`src/rtl/piso_shift_tx.sv`:
```
// Parallel-in/serial-out transmitter: takes a WIDTH-bit word over valid/ready and
// shifts it out one bit per clock with a registered complementary pair and frame markers.
module piso_shift_tx #(
    parameter int WIDTH     = 8,
    parameter bit LSB_FIRST = 1'b1
) (
    input  logic             clk,
    input  logic             rst,
    input  logic             load_valid,
    output logic             load_ready,
    input  logic [WIDTH-1:0] load_data,
    output logic             sdo,
    output logic             sdo_bar,
    output logic             sdo_valid,
    output logic             frame_start,
    output logic             frame_done,
    output logic             busy
);

    // Handshake: a word is taken on any posedge where load_valid && load_ready.
    // load_ready is high while idle and during the last bit of a frame, so a
    // word offered then is sent back-to-back with no gap cycle.

    localparam int CNT_W = (WIDTH > 2) ? $clog2(WIDTH) : 1;
    localparam logic [CNT_W-1:0] LAST = CNT_W'(WIDTH - 1);

    typedef enum logic {
        IDLE  = 1'b0,
        SHIFT = 1'b1
    } state_t;

    state_t           state, state_n;
    logic [CNT_W-1:0] cnt, cnt_n;
    logic [WIDTH-1:0] sreg, sreg_n;
    logic             sdo_n;
    logic             sdo_valid_n;
    logic             frame_start_n;
    logic             frame_done_n;
    logic             accept;
    logic             last_bit;
    logic             first_bit;

    assign last_bit   = (state == SHIFT) && (cnt == LAST);
    assign load_ready = (state == IDLE) || last_bit;
    assign accept     = load_valid && load_ready;
    assign busy       = (state == SHIFT);
    assign first_bit  = LSB_FIRST ? load_data[0] : load_data[WIDTH-1];

    always_comb begin
        state_n       = state;
        cnt_n         = cnt;
        sreg_n        = sreg;
        sdo_n         = sdo;
        sdo_valid_n   = sdo_valid;
        frame_start_n = frame_start;
        frame_done_n  = frame_done;

        if (accept) begin
            state_n       = SHIFT;
            cnt_n         = '0;
            sreg_n        = load_data;
            sdo_n         = first_bit;
            sdo_valid_n   = 1'b1;
            frame_start_n = 1'b1;
            frame_done_n  = 1'b0;
        end else begin
            case (state)
                SHIFT: begin
                    if (!last_bit) begin
                        // The bit on sdo has already left sreg's edge position; the
                        // next one sits one place further in, then the register moves up.
                        cnt_n         = cnt + CNT_W'(1);
                        frame_start_n = 1'b0;
                        frame_done_n  = ((cnt + CNT_W'(1)) == LAST);
                        if (LSB_FIRST) begin
                            sdo_n  = sreg[1];
                            sreg_n = sreg >> 1;
                        end else begin
                            sdo_n  = sreg[WIDTH-2];
                            sreg_n = sreg << 1;
                        end
                    end else begin
                        state_n       = IDLE;
                        sdo_n         = 1'b0;
                        sdo_valid_n   = 1'b0;
                        frame_start_n = 1'b0;
                        frame_done_n  = 1'b0;
                    end
                end
                default: begin
                    state_n = IDLE;
                end
            endcase
        end
    end

    always_ff @(posedge clk) begin
        if (rst) begin
            state <= IDLE;
        end else begin
            state <= state_n;
        end
    end

    // sdo_bar is taken from the same next value as sdo so the pair never disagrees.
    always_ff @(posedge clk) begin
        if (rst) begin
            cnt         <= '0;
            sreg        <= '0;
            sdo         <= 1'b0;
            sdo_bar     <= 1'b1;
            sdo_valid   <= 1'b0;
            frame_start <= 1'b0;
            frame_done  <= 1'b0;
        end else begin
            cnt         <= cnt_n;
            sreg        <= sreg_n;
            sdo         <= sdo_n;
            sdo_bar     <= ~sdo_n;
            sdo_valid   <= sdo_valid_n;
            frame_start <= frame_start_n;
            frame_done  <= frame_done_n;
        end
    end

endmodule
```
`config.mk`:
```
export PLATFORM = sky130hd
export DESIGN_NAME = piso_shift_tx
export DESIGN_NICKNAME = d
export VERILOG_FILES = /design/src/rtl/piso_shift_tx.sv
export SDC_FILE = /design/constraint.sdc
export NUM_CORES = 1
export LEC_CHECK = 0
export ABC_AREA = 1
export CORE_UTILIZATION = 31
export CTS_BUF_LIST = sky130_fd_sc_hd__clkbuf_4 sky130_fd_sc_hd__clkbuf_8 sky130_fd_sc_hd__clkbuf_16
export DETAILED_ROUTE_END_ITERATION = 12
export GPL_ROUTABILITY_DRIVEN = 0
export PLACE_DENSITY_LB_ADDON = 0.12
export SLEW_MARGIN = 20
export SYNTH_ARGS = -nofsm -noshare
export SYNTH_HDL_FRONTEND = slang
export SYNTH_SLANG_ARGS = --single-unit
```
`constraint.sdc`:
```
create_clock -name clk -period 1.3 [get_ports clk]
set_input_delay 0.195 -clock clk [delete_from_list [all_inputs] [get_ports clk]]
set_output_delay 0.195 -clock clk [all_outputs]
set_load 0.005 [all_outputs]
```
**Word level (Yosys, flattened, before mapping)**

Cells that the tools add are included.

- Register bits after elaboration: 17
- Input port bits: 11
- Output and inout bits: 7
- Logic and storage cells: 39

- $add $sub $neg: 1
- Equality and inequality tests: 3
- Muxes and demuxes: 15
- Bitwise logic cells: 3
- Reduce and logical (&&, ||, !) cells: 9

Operator list:

| kind | number |
|---|---|
| two-way mux 8 bit | 3 |
| two-way mux 1 bit | 12 |
| equality test 3 bit, second input constant | 2 |
| AND reduction 2 bit | 3 |
| nonzero test 2 bit | 2 |
| adder 3 x 1 -> 3 bit, second input constant | 1 |
| inverter 1 bit | 3 |
| logical AND 1 bit | 2 |
| inequality test 2 bit, second input constant | 1 |
| OR reduction 2 bit | 1 |
| logical OR 1 bit | 1 |

**Longest topological paths before layout**

- Depth after elaboration: 6
- Gate-level depth with buffers: 9
- Depth with buffers taken out: 8

**Worst setup path before layout**

No wires, ideal clock.

- Path kind: flip-flop to flip-flop
- From: reg cnt[0]
- To: reg cnt[1]
- Setup time: 70 ps
- Arrival time: 1252 ps
- Slack: -22 ps
- Stages on the path, launching flop included: 8
- Buffers on the path: 1
- Cell sequence: dfxtp_1 -> ha_1 -> ha_1 -> inv_2 -> nand2_2 -> buf_6 -> or2_0 -> a21oi_1

- Longest elaborated chain between the ends: 5

Ends and longest elaborated chain:

| element | line | source |
|---|---|---|
| start: declaration | 33 | `logic [CNT_W-1:0] cnt, cnt_n;` |
| start signal: assignment | 116 | `cnt <= cnt_n;` |
| equality test 3 bit | 43 | `assign last_bit = (state == SHIFT) && (cnt == LAST);` |
| logical AND 1 bit | 43 |  |
| logical OR 1 bit | 44 | `assign load_ready = (state == IDLE) \|\| last_bit;` |
| logical AND 1 bit | 45 | `assign accept = load_valid && load_ready;` |
| OR reduction 2 bit (no source line) | -- |  |

Parallel ways exist; a longest one is shown, timed or not.
A chain may end at the register's enable or synchronous reset.

**Final worst setup path**

- From: reg cnt[1]
- To: out load_ready

- Longest elaborated chain between the ends: 3

Ends and longest elaborated chain:

| element | line | source |
|---|---|---|
| equality test 3 bit | 43 |  |
| logical AND 1 bit | 43 |  |
| logical OR 1 bit | 44 |  |
| end: declaration | 10 | `output logic load_ready,` |

No other way between the ends.

==> metrics.txt <==
delay of the slowest cell on the worst path roughly 0.35 ns; sequential area share after synthesis between 40% and 50%; Post-Syn Instances 94; total setup violations reported at the end of the flow 3; headroom to the max-slew limit 86.1%; instance count along the most critical hold path 2; Yosys Warn Count 0; highest-count cells in the layout ignoring fill and taps nand2_1, nand3_1, buf_4; fraction of layout instances using a drive strength above 1 approximately 34%; critical path startpoint cnt[1]; number of max-capacitance violations reported 0; initial antenna violation count 0; clk_lat worst skew around 0.29 ns; fin crit period 1.37 ns; share of the clock period used by the worst path after layout 105%; status finished with violations; maximum number of pins on one net before global-route repair 20; design area approximately 0.0011 mm2; Slowest-stage cell, CP dfxtp_2; sink count of the clock tree 16; pre-CTS worst setup slack -0.136 ns; clock root buffer clkbuf_4; nets@finish 144; H-tree Lvls 1; estimated wirelength of the detail-placed design ~1200 um; starting DRC count in detailed routing 16; final total power roughly 1100 uW; total DRC errors in the routed layout 0; antenna cell count 0; Horiz. Die Dim between 50 and 60 um; Remaining Overflow, GRT 0; placeable core region between 0.002 and 0.0025 mm2; site row count 17; total routing usage reported by global routing between 10% and 20%; slack of the worst reg-to-reg path -0.02 ns; synthesized area around 710 um2; cell count of the worst reg-to-reg path 7; Critical path destination load_ready; signal arrival time at the worst endpoint around 1.2 ns; detailed-route via count roughly 700; detail-routed net length per standard cell about 11 um; number of library cell types mapped by synthesis 17; Yosys reg bits 16; Critical Path Sink Type output pin; maximum clock frequency between 700 and 800 MHz; unrepaired setup endpoints after global routing true; Post-Route WL ~1700 um; RR Startpoint cnt[1]; final core area utilization 51.2%; drt via density 4.56; most common cell after layout, fill and taps aside nand2_1; number of I/O port buffers 17; Mean Syn Cell Area 7.60 um2; power density relative to cell area ~950 mW/mm2; IR Drop Worst-Case VDD 0.632 mV; Least-Margin Pin Slew 0.208 ns; slack of the critical path -0.0682 ns; IO Pins 18; area of the die approximately 0.0025 mm2; first-pass iteration count of the detailed router 6; clock tree from TritonCTS yes; CP Data Required Time roughly 1.1 ns; cts bufs inserted 3; CP Launch Type flip-flop; failing checks negative setup slack; die span in y 50.0 um; Top cell by count, worst path ha_4; worst clock skew between 0.002 and 0.003 ns; initial core utilization 32.6%; pins over their slew limit 0; count of endpoints failing hold in the final timing report 0; layout filler cell count 220; placed standard-cell area 996 um2; Worst Setup Path Type reg -> out; syn_nets roughly 110; ordered list of cells on the worst path ha_4 -> ha_4 -> inv_2 -> nand2_2 -> buf_2; HP Class reg -> reg; via count of the first global-routing pass 647; quantity of hold-fixing buffers added after cts 0; maximum count of clock buffers along a single path 2; first-pass GRT wire length 2770 um; highest net fanout along the worst path 2; area growth from synthesis to layout 57.1%; register clock-pin slew on the reported worst setup and hold paths approximately 0.1 ns; residual antenna-violating net count after detailed routing 0; reg-to-reg critical path endpoint cnt[1]; leakage between 0.0005 and 0.0006 uW
-- final cells by class --
class                   count  area [um2]  area share (%)
multi-input cells          64         389            34.7
well taps                  28        35.0            3.12
flip-flops and latches     16         332            29.5
inverters                  12        45.0            4.01
repair buffers             33         285            25.4
clock buffers               4        36.3            3.23
-- worst max-delay path, delay by kind of cell (launching register included) --
family,cells,cell delay (ns)
DFF,1,0.35
adders and majority gates,2,0.31
buffers and inverters,2,0.18
and+or+nand+nor,1,0.05
-- stage by stage --
stage                     hold WS (ns)  instances  TNS, ns
after global placement           0.448        149    -1.06
after floorplan                  0.264         94        0
after CTS                        0.472        157  -0.0773
final                            0.467        157  -0.0947
after detailed placement         0.460        149    -1.36
after global routing             0.483        157   -0.786
-- cells by family (layout without fill, tap and decap cells) --
| group | after synthesis | count (layout) | share of synthesized area [%] |
|---|---|---|---|
| flip-flops | 16 | 16 | 44.8 |
| buffers and inverters | 15 | 49 | 9.63 |
| AO/OA/AOI/OAI | 8 | 8 | 5.60 |
| AND/OR/NAND/NOR | 52 | 53 | 34.7 |
| adder cells (fa/ha/maj) | 3 | 3 | 5.25 |
-- worst min path at each step --
| stage | from | to | slack, ns |
|---|---|---|---|
| final | sreg[7] | sreg[7] | 0.47 |
| after global placement | sreg[7] | sreg[7] | 0.45 |
| after global routing | load_data[7] | sreg[7] | 0.48 |
| after CTS | frame_start | frame_start | 0.47 |
| after detailed placement | sreg[7] | sreg[7] | 0.46 |
| after floorplan | rst | frame_start | 0.26 |
-- what timing repair did --
| item | 4_1_cts | 5_1_grt |
|---|---|---|
| endpoints found under the setup margin | 22 | 17 |
| buffers inserted | 4 | 0 |
| resized for setup | 27 | 3 |
| pin swaps | 3 | 2 |
| cloned | 1 | 0 |
-- synth_stat cells --
master,count,area [um2]
o21ai_0,1,5.00
nand2_2,2,12.5
dfxtp_1,16,320
nor2_1,2,7.51
buf_4,1,7.51
nand3_2,1,10.0
a21oi_1,7,35.0
nor2_4,1,11.3
inv_1,9,33.8
or2_0,1,6.26
ha_1,3,37.5
nand2_1,22,82.6
nand3_1,22,110
inv_2,3,11.3
buf_2,1,5.00
nand3b_1,1,7.51
buf_6,1,11.3
-- registers in the layout, summed over array words and instances, names as in the netlist, named ones only --
register	flops
sreg	7
frame_done	1
cnt	3
frame_start	1
busy	1
sdo_valid	1
sdo_bar	1
-- report_power, final --
group          internal, uW  switching, uW  leakage (uW)  total (uW)
Sequential              519           12.9      0.000134         531
Clock                   170            166     0.0000210         336
Combinational           103           94.1      0.000373         197
-- metal layers --
layer	vias to the layer above	track usage [%]	wire length, um	share of wire (%)
li1	377	-	-	-
met1	321	17.9	800	47
met2	16	25.3	830	49
met3	2	2.78	63	3.7
met4	0	7.14	9	0.53
met5	-	0	0	0
No activity file was read; power rests on OpenSTA's default activity.
